==> config.mk <==
export PLATFORM = sky130hd
export DESIGN_NAME = i2s_sample_rx
export DESIGN_NICKNAME = d
export VERILOG_FILES = /design/src/rtl/i2s_sample_rx.sv
export SDC_FILE = /design/constraint.sdc
export NUM_CORES = 1
export LEC_CHECK = 0
export ABC_AREA = 1
export CAP_MARGIN = 0
export CORE_UTILIZATION = 57
export CTS_CLUSTER_SIZE = 28
export DETAILED_ROUTE_END_ITERATION = 7
export PLACE_DENSITY_LB_ADDON = 0.3
export SLEW_MARGIN = 20
export SYNTH_ARGS = -nofsm -noshare
export SYNTH_HDL_FRONTEND = slang
export SYNTH_SLANG_ARGS = --single-unit
==> constraint.sdc <==
create_clock -name clk_i -period 1.9 [get_ports clk_i]
set_input_delay 0.19 -clock clk_i [delete_from_list [all_inputs] [get_ports clk_i]]
set_output_delay 0.19 -clock clk_i [all_outputs]
set_load 0.05 [all_outputs]
==> src/rtl/i2s_sample_rx.sv <==
// I2S receiver front end: oversamples sck/ws/sd in the clk_i domain, extracts one channel
// as a signed word, rate-limits accepted samples to MIN_GAP and flags link errors.
module i2s_sample_rx #(
   parameter int DWIDTH  = 16,
   parameter int CHANNEL = 0,
   parameter int MIN_GAP = 515
) (
   input  logic              clk_i,
   input  logic              rst_n_i,
   input  logic              sck_i,
   input  logic              ws_i,
   input  logic              sd_i,
   input  logic              clr_err_i,
   output logic [DWIDTH-1:0] data_o,
   output logic              sample_tick_o,
   output logic              frame_err_o,
   output logic              overrun_o
);

   localparam int CW = $clog2(DWIDTH + 1);
   localparam int GW = $clog2(MIN_GAP + 1);
   localparam logic [CW-1:0] DW_C    = CW'(DWIDTH);
   localparam logic [CW-1:0] DW_M1_C = CW'(DWIDTH - 1);
   localparam logic [GW-1:0] GAP_C   = GW'(MIN_GAP);
   localparam logic          CH_C    = 1'(CHANNEL);

   logic [2:0]        sck_sync_q, sck_sync_d;
   logic [1:0]        ws_sync_q, ws_sync_d;
   logic [1:0]        sd_sync_q, sd_sync_d;
   logic              ws_prev_q, ws_prev_d;
   logic [CW-1:0]     bit_cnt_q, bit_cnt_d;
   logic [DWIDTH-1:0] shreg_q, shreg_d;
   logic              armed_q, armed_d;
   logic [GW-1:0]     gap_cnt_q, gap_cnt_d;
   logic [DWIDTH-1:0] data_q, data_d;
   logic              tick_q, tick_d;
   logic              frame_err_q, frame_err_d;
   logic              overrun_q, overrun_d;

   logic              rise_s;
   logic              ws_s;
   logic              sd_s;
   logic              shift_en_s;
   logic [DWIDTH-1:0] shifted_s;
   logic [DWIDTH-1:0] word_s;
   logic              full_s;

   assign rise_s = sck_sync_q[1] & ~sck_sync_q[2];
   assign ws_s   = ws_sync_q[1];
   assign sd_s   = sd_sync_q[1];

   // Next-state logic: synchronizers, slot assembly, accept/drop decision and sticky flags
   always_comb begin
      sck_sync_d  = {sck_sync_q[1:0], sck_i};
      ws_sync_d   = {ws_sync_q[0], ws_i};
      sd_sync_d   = {sd_sync_q[0], sd_i};
      ws_prev_d   = ws_prev_q;
      bit_cnt_d   = bit_cnt_q;
      shreg_d     = shreg_q;
      armed_d     = armed_q;
      data_d      = data_q;
      tick_d      = 1'b0;
      shift_en_s  = (bit_cnt_q < DW_C);
      shifted_s   = {shreg_q[DWIDTH-2:0], sd_s};
      // the boundary bit completes the slot only while there is still room for it
      if (shift_en_s) begin
         word_s = shifted_s;
         full_s = (bit_cnt_q == DW_M1_C);
      end else begin
         word_s = shreg_q;
         full_s = 1'b1;
      end
      if (gap_cnt_q < GAP_C) begin
         gap_cnt_d = gap_cnt_q + GW'(1);
      end else begin
         gap_cnt_d = gap_cnt_q;
      end
      if (clr_err_i) begin
         frame_err_d = 1'b0;
         overrun_d   = 1'b0;
      end else begin
         frame_err_d = frame_err_q;
         overrun_d   = overrun_q;
      end

      if (rise_s) begin
         ws_prev_d = ws_s;
         if (ws_s == ws_prev_q) begin
            if (shift_en_s) begin
               shreg_d   = shifted_s;
               bit_cnt_d = bit_cnt_q + CW'(1);
            end else begin
               bit_cnt_d = bit_cnt_q;
            end
         end else begin
            bit_cnt_d = {CW{1'b0}};
            if (!armed_q) begin
               armed_d = 1'b1;
            end else if (ws_prev_q == CH_C) begin
               if (!full_s) begin
                  frame_err_d = 1'b1;
               end else if (gap_cnt_q >= GAP_C) begin
                  data_d    = word_s;
                  tick_d    = 1'b1;
                  gap_cnt_d = {GW{1'b0}};
               end else begin
                  overrun_d = 1'b1;
               end
            end else begin
               armed_d = armed_q;
            end
         end
      end else begin
         ws_prev_d = ws_prev_q;
      end
   end

   // State register with asynchronous reset
   always_ff @(posedge clk_i or negedge rst_n_i) begin
      if (!rst_n_i) begin
         sck_sync_q  <= 3'b000;
         ws_sync_q   <= 2'b00;
         sd_sync_q   <= 2'b00;
         ws_prev_q   <= 1'b0;
         bit_cnt_q   <= {CW{1'b0}};
         shreg_q     <= {DWIDTH{1'b0}};
         armed_q     <= 1'b0;
         gap_cnt_q   <= GAP_C;
         data_q      <= {DWIDTH{1'b0}};
         tick_q      <= 1'b0;
         frame_err_q <= 1'b0;
         overrun_q   <= 1'b0;
      end else begin
         sck_sync_q  <= sck_sync_d;
         ws_sync_q   <= ws_sync_d;
         sd_sync_q   <= sd_sync_d;
         ws_prev_q   <= ws_prev_d;
         bit_cnt_q   <= bit_cnt_d;
         shreg_q     <= shreg_d;
         armed_q     <= armed_d;
         gap_cnt_q   <= gap_cnt_d;
         data_q      <= data_d;
         tick_q      <= tick_d;
         frame_err_q <= frame_err_d;
         overrun_q   <= overrun_d;
      end
   end

   assign data_o        = data_q;
   assign sample_tick_o = tick_q;
   assign frame_err_o   = frame_err_q;
   assign overrun_o     = overrun_q;

endmodule

==> flow_metrics.env, run 1 <==
export IMPL_status="complete, no violations"
export IMPL_grt_overflow_total=0
export IMPL_stdcell_count=432
export IMPL_slew_viol_final=0
export IMPL_cts_tree="yes"
export IMPL_path_delay_family="buffers and inverters"
export IMPL_synth_edff_count=0
export IMPL_finalClockSkew_ns=0.00877
export IMPL_period_share=0.904
export IMPL_htreeDepth=3
export IMPL_p_per_area_nw_per_um2=932
export IMPL_gp_congestion=0.798
export IMPL_maxCapViolCount=0
export IMPL_min_period_ns=1.72
export IMPL_hold_path_class="in2async"
export IMPL_critPathMaxStageDelay_ns=0.81
export IMPL_dp_hpwl_mm=3.64
export IMPL_vias=2239
export IMPL_floorplan_initialDensity=0.596
export IMPL_crit_chain="clkdlybuf4s50_1"
export IMPL_coreArea_um2=4790
export IMPL_dp_cells=412
export IMPL_ant_nets=0
export IMPL_synthTopCellsByArea="dfrtp_1, nand2_1, o21ai_0"
export IMPL_synth_seq_cells=59
export IMPL_ys_async_sr_fraction=1.00
export IMPL_leakagePower_uw=0.00159
export IMPL_rsz0062_at_grt="false"
export IMPL_drcViolationCount=0
export IMPL_multi_input_area_um2=1180
export IMPL_drt_wl_total_mm=5.31
export IMPL_ir_drop_v=0.000722
export IMPL_layout_nets=370
export IMPL_die_area_um2=5290
export IMPL_rows=25
export IMPL_first_global_vias=2085
export IMPL_max_freq_mhz=582
export IMPL_synthTopCellsByCount="nand2_1, dfrtp_1, o21ai_0, inv_1, nand3_1"
export IMPL_total_power_uw=3230
export IMPL_worst_path_max_fanout=2
export IMPL_antenna_cells=0
export IMPL_cts_root_buffer="clkbuf_8"
export IMPL_timing_final_ws_setup_ns=0.181
export IMPL_end_kind="output port"
export IMPL_yosys_most_used_dff="dfrtp_1"
export IMPL_port_buffers=24
export IMPL_grt_usage=0.237
export IMPL_cts_made_buffers=9
export IMPL_die_y_um=72.8
export IMPL_regToRegStartpoint="bit_cnt_q[0]$_DFFE_PN0P_"
export IMPL_cts_buffer_depth=2
export IMPL_dr_pass1_iters=5
export IMPL_num_fill_cells=368
export IMPL_critical_path_arrival_ns=1.53
export IMPL_pre_cts_ws_ns=0.0901
export IMPL_clock_latency_ns=0.34
export IMPL_grt_max_degree=33
export IMPL_crit_required_ns=1.71
export IMPL_cp_slowest_cell="clkdlybuf4s50_1"
export IMPL_cp_start_kind="flip-flop"
export IMPL_die_w_um=72.8
export IMPL_seqCellArea_um2=1480
export IMPL_wl_per_cell_um=12.3
export IMPL_hold_violations=0
export IMPL_tightest_slew_ns=0.504
export IMPL_ys_warn_count=0
export IMPL_path_buf_inv=1
export IMPL_synth_seq_area_share=0.519
export IMPL_synth_distinct_cells=30
export IMPL_grt_pass1_wl_mm=9.40
export IMPL_area_growth_pct=21.3
export IMPL_clk_pin_slew_worst_paths_ns=0.07
export IMPL_max_slew_margin_rel=0.663
export IMPL_synth_top_area_share=0.491
export IMPL_avgSynthCellArea_um2=8.78
export IMPL_vias_per_cell=5.18
export IMPL_dr_first_iter_drc_count=214
export IMPL_drive_gt1_frac=0.189
export IMPL_ios=25
export IMPL_yosysMostFrequentCell="nand2_1"
export IMPL_synthCells=325
export IMPL_syn_area_um2=2850
export IMPL_startpoint="data_o[0]$_DFFE_PN0P_"
export IMPL_cts_sinks=59
export IMPL_yosysTopAreaCell="dfrtp_1"
export IMPL_tns_ns=0
export IMPL_crit_type="reg2out"
export IMPL_synth_nets=335
export IMPL_grt_antenna_before_repair=0
export IMPL_setup_violations=0
[registers in the layout, summed over array words and instances, names as in the netlist, 2 cells and up]
register    count
sck_sync_q      3
sd_sync_q       2
data_o         16
gap_cnt_q      10
bit_cnt_q       5
ws_sync_q       2
shreg_q        16
[layout by cell type, fill, tap and decap left out, drive strengths merged]
cell type      netlist  routed
xor2                 3       3
inv                 36      36
buf                  8      10
nand3               32      32
dlygate4sd3          0       1
nand3b               2       2
bufinv               0       3
nand2              102     102
dfrtp               56      56
xnor2                1       1
nand4                3       3
o21ai               41      41
clkinv               0       1
dfstp                3       3
o21a                 1       1
a31oi                1       1
ha                   4       4
a21oi                9       9
clkdlybuf4s50        0      23
nor2                20      20
clkbuf               2      12
nor3                 1       1
[path summary, 6_finish.rpt]
check | to | slack (ns) | cells after the start
min in group clk_i | ws_sync_q[0]$_DFF_PN0_ | 0.29 | 1
max reg2reg | data_o[5]$_DFFE_PN0P_ | 0.19 | 9
max | data_o[0] | 0.18 | 1
max in group asynchronous | shreg_q[11]$_DFFE_PN0P_ | 0.96 | 3
min | gap_cnt_q[4]$_DFF_PN0_ | 0.29 | 2
min reg2reg | sck_sync_q[1]$_DFF_PN0_ | 0.35 | 0
[power by group]
group	internal (µW)	total [µW]	switching [µW]
logic	110	316	206
registers	1380	1450	71.5
clock network	977	1460	484
total	2460	3230	762
[metrics by stage]
stage	hold WS [ns]	cell area (µm²)	utilization
global route	0.288	3460	0.723
detailed placement	0.117	3160	0.661
floorplan	-0.106	2850	-
CTS	0.286	3430	0.717
global placement	0.125	3160	0.661
finish	0.293	3460	0.723
[layer usage]
metal  global-route usage  routed length [µm]  share of wire  vias up
met5                    0                   0              0        -
met4                0.100                  90          0.017        0
met3               0.0525                 242          0.046        9
met2                0.368                2500           0.47       64
met1                0.322                2480           0.47     1050
li1                     -                   -              -     1116
[what timing repair did]
item / CTS / global route
gates resized for setup: 0 / 2
endpoints found under the hold margin: 14 / 0
hold buffers: 1 / 0
endpoints found under the setup margin: 0 / 15
setup buffers: 0 / 3
[cells by family after synthesis]
logic type / count (synthesis) / share of synthesized area
compound gates: 52 / 0.0978
xor+xnor: 4 / 0.0123
fa+ha+maj: 4 / 0.0175
buf+inv: 46 / 0.0715
flops: 59 / 0.519
simple gates: 160 / 0.282
[cell type report]
class                      count  share of cell area
tap                           67              0.0242
clock inverter                 4              0.0275
clock buffer                  12              0.0477
timing repair buffer          34              0.0940
inverter                      36              0.0390
sequential                    59               0.428
multi-input combinational    220               0.340
Power figures use the tool's default switching activity.
==> run 2, diff against run 1 <==
--- a/config.mk
+++ b/config.mk
@@ -6,8 +6,10 @@
 export NUM_CORES = 1
 export LEC_CHECK = 0
 export ABC_AREA = 1
+export ABC_CLOCK_PERIOD_IN_PS = 1400
 export CAP_MARGIN = 0
-export CORE_UTILIZATION = 57
+export CORE_MARGIN = 4
+export CORE_UTILIZATION = 52
 export CTS_CLUSTER_SIZE = 28
 export DETAILED_ROUTE_END_ITERATION = 7
 export PLACE_DENSITY_LB_ADDON = 0.3
==> constraint.sdc (replaced) <==
create_clock -name clk_i -period 1.4 [get_ports clk_i]
set_input_delay 0.14 -clock clk_i [delete_from_list [all_inputs] [get_ports clk_i]]
set_output_delay 0.14 -clock clk_i [all_outputs]
set_load 0.05 [all_outputs]
==> flow_metrics.env, run 2 (synthesis gave the netlist of run 1 again) <==
export IMPL_floorplan_initialDensity=0.548
export IMPL_period_share=1.09
export IMPL_dp_cells=435
export IMPL_cpMostUsedCell="nand2_1"
export IMPL_area_growth_pct=35.4
export IMPL_die_w_um=82.1
export IMPL_clk_pin_slew_worst_paths_ns=0.06
export IMPL_antenna_cells=0
export IMPL_max_freq_mhz=655
export IMPL_setup_worst_path_end="data_o[13]$_DFFE_PN0P_"
export IMPL_rsz0062_at_grt="true"
export IMPL_stdcell_count=458
export IMPL_cp_start_kind="flip-flop"
export IMPL_ff2ff_setup_slack_ns=-0.13
export IMPL_total_power_uw=3810
export IMPL_max_slew_margin_rel=0.769
export IMPL_layout_commonest_cell="nand2_1"
export IMPL_cts_root_buffer="clkbuf_8"
export IMPL_tns_ns=-2.28
export IMPL_startpoint="bit_cnt_q[1]$_DFFE_PN0P_"
export IMPL_dr_pass1_iters=6
export IMPL_fin_util=0.742
export IMPL_clock_latency_ns=0.33
export IMPL_grt_antenna_before_repair=0
export IMPL_setup_violations=28
export IMPL_grt_usage=0.190
export IMPL_maxCapViolCount=0
export IMPL_dpl_cell_area_um2=3580
export IMPL_htreeDepth=3
export IMPL_final_cell_mix="nand2_1, dfrtp_1, o21ai_0"
export IMPL_rows=26
export IMPL_r2r_cells=9
export IMPL_die_y_um=82.1
export IMPL_layout_nets=393
export IMPL_regToRegStartpoint="bit_cnt_q[1]$_DFFE_PN0P_"
export IMPL_hold_start="ws_i"
export IMPL_hold_path_class="in2reg"
export IMPL_tightest_slew_ns=0.345
export IMPL_finalClockSkew_ns=0.00638
export IMPL_first_global_vias=2251
export IMPL_worst_path_max_fanout=17
export IMPL_dr_first_iter_drc_count=135
export IMPL_vias=2286
export IMPL_drcViolationCount=0
export IMPL_path_buf_inv=1
export IMPL_min_period_ns=1.53
export IMPL_wl_per_cell_um=13.1
export IMPL_cts_buffer_depth=2
export IMPL_ant_nets=0
export IMPL_grt_pass1_wl_mm=9.67
export IMPL_dp_hpwl_mm=3.78
export IMPL_gp_congestion=0.823
export IMPL_critPathMaxStageDelay_ns=0.35
export IMPL_cts_tree="yes"
export IMPL_cts_made_buffers=9
export IMPL_violations="setup timing"
export IMPL_path_delay_family="simple AND/OR/NAND/NOR gates"
export IMPL_crit_required_ns=1.63
export IMPL_crit_chain="ha_2, nand3_2, ha_4, inv_4, nand3_4, nor2_8, nand2_8, nand2_1, nand2_1"
export IMPL_grt_max_degree=60
export IMPL_ios=25
export IMPL_cp_slowest_cell="dfrtp_1"
export IMPL_leakagePower_uw=0.00176
export IMPL_port_buffers=24
export IMPL_drive_gt1_frac=0.309
export IMPL_timing_final_ws_setup_ns=-0.127
export IMPL_post_route_cell_area_um2=3860
export IMPL_num_fill_cells=352
export IMPL_critical_path_arrival_ns=1.75
export IMPL_crit_type="reg2reg"
export IMPL_ir_drop_v=0.000745
export IMPL_vias_per_cell=4.99
export IMPL_cts_sinks=59
export IMPL_slew_viol_final=0
export IMPL_drt_wl_total_mm=5.98
export IMPL_coreArea_um2=5200
export IMPL_grt_overflow_total=0
export IMPL_hold_violations=0
export IMPL_p_per_area_nw_per_um2=985
export IMPL_status="finished, violations left"
export IMPL_path_depth=9
export IMPL_r2r_end="data_o[13]$_DFFE_PN0P_"
export IMPL_end_kind="flip-flop"
export IMPL_die_area_um2=6740
## run 2: how the worst min path moves through the flow
stage	to	slack (ns)	depth (start not counted)
floorplan	armed_q$_DFFE_PN0P_	-0.16	0
global placement	gap_cnt_q[6]$_DFF_PN0_	0.17	2
detailed placement	gap_cnt_q[6]$_DFF_PN0_	0.17	2
CTS	ws_sync_q[0]$_DFF_PN0_	0.22	1
global route	ws_sync_q[0]$_DFF_PN0_	0.22	1
finish	ws_sync_q[0]$_DFF_PN0_	0.24	1
## run 2: power by group
part / switching (µW) / internal, µW / leakage [µW]
clock network: 636 / 635 / 0.0000812
registers: 93.2 / 1870 / 0.000768
logic: 321 / 251 / 0.000915
## run 2: final cells by class
type	count	area [µm²]	area share
inverters	36	143	0.0369
clock inverters	3	15.0	0.00389
repair buffers	57	736	0.190
flip-flops and latches	59	1480	0.383
multi-input cells	220	1260	0.327
well taps	70	87.6	0.0227
clock buffers	13	139	0.0359
## run 2: stage by stage
stage	hold WS, ns	worst slack, ns
after detailed placement	0.167	-0.120
after floorplan	-0.156	-0.126
after global placement	0.167	-0.0794
after CTS	0.223	-0.137
after global routing	0.224	-0.236
final	0.243	-0.127
## run 2: layer usage
layer	up-vias	global-route usage	wire length, µm
met4	0	0.110	150
met1	1056	0.240	2680
met2	58	0.303	2840
li1	1159	-	-
met3	13	0.0384	313
met5	-	0	0
## run 2: what timing repair did
action,CTS,global route
gates cloned,0,2
endpoints found under the setup margin,26,37
endpoints found under the hold margin,56,0
setup buffers,1,3
pin swaps,2,3
hold buffers,1,0
gates resized for setup,7,8
